[src/rtl/if_stage.sv]
// Purpose: instruction fetch front end; one outstanding imem request, fetched words queued for id_stage.
// Latency: best case one instruction every 2 cycles; response push to inst_ready is 1 cycle.
// Backpressure: a request is only issued when the fetch queue has room for its response.
module if_stage #(
  parameter logic [63:0] PC_RESET = 64'h0000_0000_8000_0000,
  parameter int          FQ_DEPTH = 2
) (
  input  logic        clk,
  input  logic        rst,
  input  logic        redirect_valid,
  input  logic [63:0] redirect_pc,
  input  logic        id_ready,
  output logic        imem_req,
  output logic [63:0] imem_addr,
  input  logic        imem_gnt,
  input  logic        imem_rvalid,
  input  logic [31:0] imem_rdata,
  output logic [31:0] inst,
  output logic        inst_ready,
  output logic [63:0] inst_pc
);

  localparam int            PW      = (FQ_DEPTH > 1) ? $clog2(FQ_DEPTH) : 1;
  localparam logic [PW:0]   DEPTH_C = (PW+1)'(FQ_DEPTH);

  typedef enum logic [1:0] {S_IDLE, S_REQ, S_WAIT} state_t;

  state_t        state, state_nxt;
  logic [63:0]   pc;
  logic [63:0]   req_pc;
  logic [63:0]   hold_addr;
  logic          hold_vld;
  logic          kill;
  logic [31:0]   fq_inst [FQ_DEPTH];
  logic [63:0]   fq_pc   [FQ_DEPTH];
  logic [PW-1:0] wr_ptr, rd_ptr;
  logic [PW:0]   count;
  logic          grant, push, pop;
  logic [63:0]   redirect_aligned;
  logic          redirect_lsb_unused;

  assign redirect_aligned    = {redirect_pc[63:2], 2'b00};
  assign redirect_lsb_unused = ^redirect_pc[1:0];

  // Request only with queue credit; a request caught by a redirect keeps its old address until granted.
  always_comb begin
    imem_req  = (state == S_REQ) && (count < DEPTH_C);
    imem_addr = hold_vld ? hold_addr : pc;
  end

  assign grant = imem_req & imem_gnt;
  // A redirect flushes the queue, so it also suppresses any push or pop in the same cycle.
  assign push  = (state == S_WAIT) & imem_rvalid & ~kill & ~redirect_valid;
  assign pop   = inst_ready & id_ready & ~redirect_valid;

  // Next-state logic; redirects never alter the request/response handshake sequence.
  always_comb begin
    state_nxt = state;
    case (state)
      S_IDLE:  state_nxt = S_REQ;
      S_REQ:   if (grant) state_nxt = S_WAIT;
      S_WAIT:  if (imem_rvalid) state_nxt = S_REQ;
      default: state_nxt = S_IDLE;
    endcase
  end

  // State, PC, held-request and kill tracking.
  always_ff @(posedge clk) begin
    if (rst) begin
      state     <= S_IDLE;
      pc        <= PC_RESET;
      req_pc    <= '0;
      hold_vld  <= 1'b0;
      hold_addr <= '0;
      kill      <= 1'b0;
    end else begin
      state <= state_nxt;
      if (grant) req_pc <= imem_addr;

      // With a held request pc already holds the redirect target, so no +4 on its grant.
      if (redirect_valid)
        pc <= redirect_aligned;
      else if (grant && !hold_vld)
        pc <= pc + 64'd4;

      if (redirect_valid && imem_req && !imem_gnt) begin
        hold_vld  <= 1'b1;
        hold_addr <= imem_addr;
      end else if (grant) begin
        hold_vld  <= 1'b0;
      end

      // An in-flight or already-presented request is marked for discard; a response
      // landing in the redirect cycle is simply not pushed.
      if (redirect_valid) begin
        if ((state == S_WAIT) && imem_rvalid)
          kill <= 1'b0;
        else if ((state == S_WAIT) || imem_req)
          kill <= 1'b1;
      end else if ((state == S_WAIT) && imem_rvalid) begin
        kill <= 1'b0;
      end
    end
  end

  // Queue pointers and occupancy; pointers wrap naturally at the power-of-2 depth.
  always_ff @(posedge clk) begin
    if (rst || redirect_valid) begin
      wr_ptr <= '0;
      rd_ptr <= '0;
      count  <= '0;
    end else begin
      if (push) wr_ptr <= wr_ptr + 1'b1;
      if (pop)  rd_ptr <= rd_ptr + 1'b1;
      count <= count + {{PW{1'b0}}, push} - {{PW{1'b0}}, pop};
    end
  end

  // Queue storage; contents are qualified by count so need no reset.
  always_ff @(posedge clk) begin
    if (push) begin
      fq_inst[wr_ptr] <= imem_rdata;
      fq_pc[wr_ptr]   <= req_pc;
    end
  end

  // Head-of-queue presentation with a nop and zero PC when empty.
  always_comb begin
    inst_ready = (count != '0);
    inst       = inst_ready ? fq_inst[rd_ptr] : 32'h0000_0013;
    inst_pc    = inst_ready ? fq_pc[rd_ptr]   : 64'd0;
  end

endmodule
[config.mk]
export PLATFORM = sky130hd
export DESIGN_NAME = if_stage
export DESIGN_NICKNAME = d
export VERILOG_FILES = /design/src/rtl/if_stage.sv
export SDC_FILE = /design/constraint.sdc
export NUM_CORES = 1
export LEC_CHECK = 0
export BUFFER_PORTS_ARGS = -buffer_cell sky130_fd_sc_hd__buf_2
export CAP_MARGIN = 20
export CORE_UTILIZATION = 46
export CTS_BUF_LIST = sky130_fd_sc_hd__clkbuf_4
export DETAILED_ROUTE_END_ITERATION = 8
export GPL_TIMING_DRIVEN = 1
export PLACE_DENSITY = 0.67
export SETUP_SLACK_MARGIN = 0.05
export SLEW_MARGIN = 10
export SYNTH_ARGS = -nofsm -noshare
export SYNTH_HDL_FRONTEND = slang
export SYNTH_SLANG_ARGS = --single-unit
[constraint.sdc]
create_clock -name clk -period 6.55 [get_ports clk]
set_clock_uncertainty 0.2 [all_clocks]
set_input_delay 0.3275 -clock clk [delete_from_list [all_inputs] [get_ports clk]]
set_output_delay 0.3275 -clock clk [all_outputs]
set_load 0.005 [all_outputs]
# ---- Word level (Yosys, flattened, before mapping)
# Memories as Yosys holds them, arrays and structs flattened. A register that Yosys moved wholly into a read port is not among the register bits.
# Index checks and enable logic that the tools add are counted.
# W data, S select, Z words.
dict set report totals {
  ff_bits 200
  latchBits 0
  memories 2
  rom_bits 0
  input_bits 102
  wordCells 68
  ramBits 192
}
dict set report op_classes {
  n_addsub 5
  n_mux 20
  n_bitwise 8
  div_mod_pow 0
  mul 0
  n_lt_le_gt_ge 1
  n_shift 0
  eq_ne 4
  n_reduce_logical 18
}
# name words word_bits rd rd_clocked_by_memory_dff write_ports line
set memory_table {}
lappend memory_table {fq_pc 2 64 1 1 1 35} ;# logic [63:0] fq_pc [FQ_DEPTH];
lappend memory_table {fq_inst 2 32 1 1 1 34} ;# logic [31:0] fq_inst [FQ_DEPTH];
# cell count
set op_table {}
lappend op_table {{$mux W64} 4}
lappend op_table {{$add A64 B3 Y64 const B} 1}
lappend op_table {{$mux W32} 1}
lappend op_table {{$mux W1} 12}
lappend op_table {{$reduce_bool A2 Y1} 5}
lappend op_table {{$and A1 B1 Y1} 6}
lappend op_table {{$pmux W2 S3} 1}
lappend op_table {{$logic_and A1 B1 Y1} 5}
lappend op_table {{$mux W2} 2}
lappend op_table {{$ne A2 B2 Y1 const B} 2}
lappend op_table {{$reduce_and A2 Y1} 2}
lappend op_table {{$add A1 B1 Y1 const B} 2}
lappend op_table {{$add A2 B1 Y2} 1}
lappend op_table {{$eq A2 B1 Y1 const B} 1}
lappend op_table {{$eq A2 B2 Y1 const B} 1}
lappend op_table {{$logic_not A1 Y1} 2}
lappend op_table {{$logic_not A2 Y1} 1}
lappend op_table {{$logic_or A1 B1 Y1} 2}
lappend op_table {{$lt A2 B2 Y1 const B} 1}
lappend op_table {{$not A1 Y1} 2}
lappend op_table {{$reduce_or A2 Y1} 1}
lappend op_table {{$sub A2 B1 Y2} 1}

# ---- Logic depth before layout (Yosys ltp)
# Gate-level depths: netlist of the first run.
dict set report depth {
  word_depth 6
  depth_mapped 10
}

# ---- Least setup slack after synthesis of the first run
# OpenSTA, ideal clock, no wires.
dict set report synth_timing {
  path_type {in2reg}
  from {input redirect_valid}
  to {memory fq_inst[0][0], enable pin}
  setup_ns 0.552
  path_buffers 2
  arrival_ns 5.130
  required_time_ns 5.798
  setup_slack_ns 0.668
  path_stages 5
  path_cell_list {clkbuf_1 -> inv_1 -> clkbuf_1 -> nand4_1 -> nor2_1}
}
dict set report synth_between {
  elab_chain_len 4
}
# element line
set synth_lines {}
lappend synth_lines {{start, declared} 10} ;# input logic redirect_valid,
lappend synth_lines {{$not A1 Y1} 53} ;# assign push = (state == S_WAIT) & imem_rvalid & ~kill & ~redirect_valid;
lappend synth_lines {{$and A1 B1 Y1} 53}
lappend synth_lines {{$mux W1} 121} ;# if (push) begin
lappend synth_lines {{$mux W1 (implied by the code)} 122} ;# fq_inst[wr_ptr] <= imem_rdata;
lappend synth_lines {{end, declared} 34}
# Every way passes these cells.

# ---- Final worst setup path of the first run
dict set report layout_timing {
  from {register pc[14]}
  to {register pc[45]}
}
dict set report layout_between {
  elab_chain_len 3
}
# element line
set layout_lines {}
lappend layout_lines {{start, declared} 29} ;# logic [63:0] pc;
lappend layout_lines {{start signal, assigned} 82} ;# pc <= redirect_aligned;
lappend layout_lines {{start signal, assigned} 84} ;# pc <= pc + 64'd4;
lappend layout_lines {{$add A64 B3 Y64} 84}
lappend layout_lines {{$mux W64} 83} ;# else if (grant && !hold_vld)
lappend layout_lines {{$mux W64} 81} ;# if (redirect_valid)
# Every way passes these cells. The select of a mux whose other input is x is not followed.
# A chain may end at the register's enable or synchronous reset.

==> results of run 1 <==
==> report_power, final <==
group	total (uW)	internal (uW)	leakage, uW	switching (uW)
combinational	427	195	0.00372	231
clock	2130	1170	0.000788	955
sequential	2730	2650	0.00344	79.8
==> flip-flops by register name, summed over array words and instances (netlist names), named ones only <==
name       cells
kill           1
rd_ptr         1
fq_inst       64
wr_ptr         1
req_pc        64
pc            62
hold_addr     64
hold_vld       1
count          2
state          2
fq_pc        128
==> cells in the mapped netlist (6+ instances only) <==
master      n
and3_1     10
xor2_1     13
a311oi_1    6
nor3b_1     6
inv_1      88
nand4_1    28
nor2_1    291
o21ai_0    13
xnor2_1    22
mux2i_1   161
and4_1     10
dfxtp_1   199
nand2_1    46
or4_1       8
a21oi_1    16
nand3_1    20
nor3_1     16
nor4_1     20
a211oi_1  159
clkbuf_1   85
or3_1       7
edfxtp_1  192
buf_1      21
==> placed cells by master (no fill, tap or decap), types with 8 or more instances in the layout <==
cell type	instances
nor2_1	287
buf_2	260
dfxtp_1	197
edfxtp_1	192
mux2i_1	161
a211oi_1	159
clkbuf_4	145
dlygate4sd3_1	117
inv_1	87
nand2_1	46
nand4_1	28
clkinv_1	28
xnor2_1	22
nor4_1	20
nand3_1	20
a21oi_1	16
nor3_1	16
o21ai_0	13
xor2_1	13
buf_4	13
and4_1	10
and3_1	10
or4_1	8
==> cell families (layout without fill, tap and decap cells) <==
group	after synthesis	in the layout	share of synthesized area, %
simple gates	487	487	13.7
flops	391	391	59.7
compound gates	222	222	10.0
buf+inv	196	663	4.52
mux	161	161	9.87
xor+xnor	35	35	1.88
fa+ha+maj	3	3	0.230
other cells	0	3	0
==> final timing paths <==
| path | depth (start not counted) | slack [ps] | startpoint | to |
|---|---|---|---|---|
| worst max-delay path | 6 | 2640 | pc[14] | pc[45] |
| worst min-delay path | 2 | 120 | imem_rdata[6] | fq_inst[1][6] |
| worst max register to register | 6 | 2640 | pc[14] | pc[45] |
| worst min register to register | 0 | 240 | req_pc[39] | fq_pc[1][39] |
==> routing by layer <==
metal,vias to the layer above,track usage (%),wire length [um]
met5,-,0,0
met4,0,6.89,615
met3,60,4.69,2450
met2,426,37.7,20100
met1,6016,29.9,18300
li1,6241,-,-
==> layout make-up <==
type	instances	area, um^2
Antenna cell	3	7.51
Clock buffer	145	1090
Clock inverter	37	248
Fill cell	2987	14200
Inverter	88	330
Multi-Input combinational cell	908	5880
Sequential cell	391	9760
Tap cell	455	569
Timing Repair Buffer	393	2620
==> per-stage QoR <==
stage,util (%),setup slack [ps]
2_1_floorplan,-,668
3_3_place_gp,51.8,3160
3_5_place_dp,51.8,3090
4_1_cts,59.1,2770
5_1_grt,59.1,2460
6_report,59.1,2640
==> repair_timing <==
item                      CTS  global route
hold endpoints to repair  193             0
gates resized for setup     0             0
hold buffers              117             0
setup buffers               0             0
==> run summary, run 1 <==
======================================================================================================
Latest clock arrival within the worst-skew pair .........................................       730 ps
Number of hold violations in the final report ...........................................            0
Placer congestion estimate ..............................................................        0.823
Largest buffer count on any clock path ..................................................            3
Synthesis-stage register bit count ......................................................          391
Unrepaired setup endpoints after global routing .........................................           no
Crit Path Category ......................................................................      reg2reg
Number of placed instances with taps included ...........................................         2118
Run status .............................................................................. complete, no violations
Half-perimeter wire length of the detailed placement result .............................     26400 um
Core region area ........................................................................   34700 um^2
Final critical delay including setup and external delays ................................      3910 ps
Pin count of the biggest net entering global routing ....................................           91
Cell area after layout ..................................................................   20500 um^2
Highest attainable clock frequency ......................................................    0.256 GHz
Share of synthesized flip-flops with an asynchronous set or reset .......................           0%
Yosys top cell area share ...............................................................        35.3%
Post-route ant nets .....................................................................            0
Drt total wl ............................................................................     41500 um
Cell types occupying the most area after synthesis ...................................... edfxtp_1 35%, dfxtp_1 24%, mux2i_1 9.9%
Gate count after technology mapping .....................................................         1495
Fin Setup TNS ...........................................................................         0 ps
Count of flip-flops with a built-in enable after synthesis ..............................          192
Number of buffers added by the clock tree synthesis step ................................           99
Share of the clock period used by the worst path ........................................        59.6%
Drc violations ..........................................................................            0
Crit-path cells ......................................................................... and4_1 -> nand4_1 -> nor4_1 -> a211oi_1 -> a2111oi_0 -> dlygate4sd3_1
Worst IR drop on VDD ....................................................................       147 uV
Max Cap Viol ............................................................................            0
Number of standard cells in the layout, taps in and fillers out .........................         2420
Data required, critical path ............................................................      7010 ps
Number of top-level pins ................................................................          264
Net count after synthesis ...............................................................         1600
CTS tree ................................................................................          yes
Remaining max-slew budget at the tightest pin ...........................................        27.6%
Clock transition at the register clock pins on the worst setup and hold paths after CTS .        70 ps
Crit path launch type ...................................................................    flip-flop
Buf+Inv Stages, Crit Path ...............................................................            1
Number of pins with negative max-slew slack in the final report .........................            0
Post-synthesis to final-layout area growth ..............................................        25.6%
Post-synthesis cell area ................................................................   16300 um^2
Antenna violations before repair ........................................................            2
Final global-route overflow total .......................................................            0
Routed length per placed instance .......................................................      17.1 um
Vias in the first global route ..........................................................        12427
Number of different library cells in the post-synthesis netlist .........................           51
Tightest hold margin ....................................................................       115 ps
Post-synth top area cell ................................................................     edfxtp_1
Die outline area ........................................................................   36300 um^2
Slowest stage cell on the critical path .................................................       nor4_1
Syn Area/Cell ...........................................................................    10.9 um^2
1st-pass router iterations ..............................................................            6
Synthesis Warnings ......................................................................            0
Fin nets ................................................................................         1986
Highest cell delay on the worst timing path .............................................       850 ps
Area of placed instances ................................................................   18000 um^2
Cell family with the largest share of critical-path delay ............................... simple AND/OR/NAND/NOR gates
Nature of the critical path endpoint ....................................................    flip-flop
Vertical die dimension ..................................................................       190 um
Share of final-layout standard cells stronger than drive strength 1 .....................        22.6%
GRT Overall Usage .......................................................................        22.8%
Flip-flop cell with the highest count after synthesis ...................................      dfxtp_1
PortBufs ................................................................................          261
Total setup violations reported at the end of the flow ..................................            0
Slew @ Worst Pin ........................................................................      1090 ps
Die span in x ...........................................................................       190 um
Largest fanout on the critical path .....................................................           14
Initial standard-cell utilization of the core ...........................................        47.0%
Number of vias in the routed layout .....................................................        12743
Number of DRC markers in iteration 0 ....................................................          919
Worst Hold Class ........................................................................       in2reg
Part of the Yosys area used for sequential elements .....................................        59.7%
Total power .............................................................................      5290 uW
CTS root buffer .........................................................................     clkbuf_4
FP Rows .................................................................................           68
Data arrival at the endpoint of the critical path .......................................      4360 ps
Sink count of the clock tree ............................................................          391
Static leakage ..........................................................................   0.00795 uW
Max H-tree Level ........................................................................            3
Power Dens Cells ........................................................................  258 nW/um^2
Via density per instance ................................................................         5.27
First-pass GRT wire length ..............................................................     64900 um
======================================================================================================
Power figures use the tool's default switching activity.
==> inputs of run 2 (changes only) <==
==> constraint.sdc (replaced) <==
create_clock -name clk -period 4 [get_ports clk]
set_clock_uncertainty 0.2 [all_clocks]
set_input_delay 0.2 -clock clk [delete_from_list [all_inputs] [get_ports clk]]
set_output_delay 0.2 -clock clk [all_outputs]
set_load 0.005 [all_outputs]
==> run summary, run 2 (synthesis results as in run 1) <==
======================================================================================================
Run status .............................................................................. complete, no violations
Final core utilization ..................................................................        60.7%   +1.6 points
Share of the clock period used by the worst path ........................................        91.3%   +32 points
Total net switching power ...............................................................      2120 uW   +67%
Static leakage ..........................................................................   0.00821 uW   +3.2%
Core region area ........................................................................   34700 um^2   unchanged
Via density per instance ................................................................         5.27   about the same
Pin count of the biggest net entering global routing ....................................          110   +21%
Share of final-layout standard cells stronger than drive strength 1 .....................        22.3%   -0.32 points
Max H-tree Level ........................................................................            3   unchanged
Crit-path cells ......................................................................... nor4bb_4 -> and3_1 -> nand4_1 -> or4_1 -> a311oi_1 -> dlygate4sd3_1
Drc violations ..........................................................................            0   unchanged
Slew @ Worst Pin ........................................................................       935 ps   -151 ps
GRT Overall Usage .......................................................................        23.2%   +0.48 points
Remaining max-slew budget at the tightest pin ...........................................        37.7%   +10 points
Nature of the critical path endpoint ....................................................    flip-flop
Power Dens Cells ........................................................................  407 nW/um^2   +58%
Vertical die dimension ..................................................................       190 um   unchanged
Internal power ..........................................................................      6470 uW   +61%
Number of pins with negative max-slew slack in the final report .........................            0   unchanged
Post-synthesis to final-layout area growth ..............................................        29.1%
Die span in x ...........................................................................       190 um   unchanged
CTS Hold Bufs ...........................................................................          173   +48%
Highest attainable clock frequency ......................................................    0.274 GHz   +7.0%
Worst IR drop on VDD ....................................................................       208 uV   +41%
Max Cap Viol ............................................................................            0   unchanged
Fraction of power spent switching nets ..................................................        24.6%   +0.68 points
Initial standard-cell utilization of the core ...........................................        47.0%   unchanged
Number of standard cells in the layout, taps in and fillers out .........................         2485   +2.7%
CTS tree ................................................................................          yes
Clock transition at the register clock pins on the worst setup and hold paths after CTS .        70 ps   about the same
Number of buffers added by the clock tree synthesis step ................................           99   unchanged
Half-perimeter wire length of the detailed placement result .............................     27300 um   +3.3%
Slowest stage cell on the critical path .................................................       and3_1
1st-pass router iterations ..............................................................            5   -1
Most common cell after layout, fill and taps aside ......................................       nor2_1
Relative contribution of sequential cells to total power ................................        52.1%   +0.5 points
Total power .............................................................................      8580 uW   +62%
Data arrival at the endpoint of the critical path .......................................      4150 ps   -210 ps
Drt total wl ............................................................................     42900 um   +3.4%
Worst Hold Class ........................................................................       in2reg
Total setup violations reported at the end of the flow ..................................            0   unchanged
CTS root buffer .........................................................................     clkbuf_4
Post-route ant nets .....................................................................            0   unchanged
Unrepaired setup endpoints after global routing .........................................           no
FP Rows .................................................................................           68   unchanged
Final critical delay including setup and external delays ................................      3650 ps   -255 ps
Largest fanout on the critical path .....................................................           15   +1
Crit path launch type ...................................................................    flip-flop
Number of hold violations in the final report ...........................................            0   unchanged
Vias in the first global route ..........................................................        12828   +3.2%
Number of placed instances with taps included ...........................................         2126   +0.38%
Latest clock arrival within the worst-skew pair .........................................       760 ps   +30 ps
Setup repair bufs after CTS .............................................................            0   unchanged
PortBufs ................................................................................          261   unchanged
Largest buffer count on any clock path ..................................................            3   unchanged
Total of cells resized after clock tree synthesis .......................................            0   unchanged
Filler cell count in the final layout ...................................................         2906   -2.7%
Antenna violations before repair ........................................................            2   unchanged
Number of top-level pins ................................................................          264   unchanged
Final global-route overflow total .......................................................            0   unchanged
Crit Path Category ......................................................................      reg2reg
Most flop-heavy register ................................................................        fq_pc
Placer congestion estimate ..............................................................        0.832   +1.1%
Sink count of the clock tree ............................................................          391   unchanged
Max reg flops ...........................................................................          128   unchanged
Fin nets ................................................................................         2050   +3.2%
Number of DRC markers in iteration 0 ....................................................          730   -21%
Combinational power share ...............................................................         8.7%   +0.6 points
Routed length per placed instance .......................................................      17.3 um   +0.68%
Die outline area ........................................................................   36300 um^2   unchanged
Highest cell delay on the worst timing path .............................................       670 ps   -180 ps
Number of vias in the routed layout .....................................................        13096   +2.8%
First-pass GRT wire length ..............................................................     66300 um   +2.2%
Fraction of power consumed by the clock network .........................................        39.2%   -1.1 points
Most frequent cells in the layout ....................................................... 287 x nor2_1, 260 x buf_2, 197 x dfxtp_1, 192 x edfxtp_1, 173 x dlygate4sd3_1
Data required, critical path ............................................................      4500 ps   -2510 ps
======================================================================================================
==> run 2: worst max-delay path: cells and delay by family, from the launching register on <==
family                 cells  cell delay [ps]
DFF                        1              390
buffers and inverters      1              570
AOI/OAI and AO/OA          1              270
and+or+nand+nor            4             2160
==> run 2: stage by stage <==
step / hold WS [ps] / instance area [um^2] / setup slack (ps) / TNS (ps)
global route: 27.9 / 21100 / 125 / 0
CTS: 10.7 / 21100 / 396 / 0
global placement: 189 / 18000 / 971 / 0
floorplan: 98.9 / 16300 / -167 / -32060
finish: 55.3 / 21100 / 350 / 0
detailed placement: 192 / 18000 / 949 / 0
==> run 2: path summary, 6_finish.rpt <==
path	end	cells past startpoint	slack, ps	startpoint
min	pc[59]	4	60	redirect_pc[59]
max reg2reg	pc[40]	6	350	count[1]
min reg2reg	fq_pc[1][60]	0	230	req_pc[60]
max	pc[40]	6	350	count[1]
==> run 2: area by class of cell <==
cell class                      instances  area (um^2)  area share (%)
Tap cell                              455          569            2.70
Clock inverter                         40          224            1.06
Clock buffer                          142         1070            5.06
Timing Repair Buffer                  457         3230            15.3
Inverter                               88          330            1.57
Multi-Input combinational cell        908         5880            27.9
Antenna cell                            4         10.0          0.0475
Sequential cell                       391         9760            46.3
==> run 2: power groups by stage <==
| stage | Sequential [uW] | Combinational (uW) | Clock (uW) |
|---|---|---|---|
| floorplan | 4510 | 396 | 0 |
| global placement | 4540 | 595 | 0 |
| detailed placement | 4550 | 608 | 0 |
| CTS | 4460 | 748 | 3460 |
| global route | 4480 | 825 | 3680 |
| finish | 4470 | 748 | 3370 |
==> run 2: layer usage <==
| metal | track usage [%] | part of all wire [%] |
|---|---|---|
| met2 | 38.4 | 48 |
| met4 | 10.2 | 2.8 |
| met5 | 0 | 0 |
| met1 | 29.0 | 43 |
| met3 | 5.41 | 6.0 |
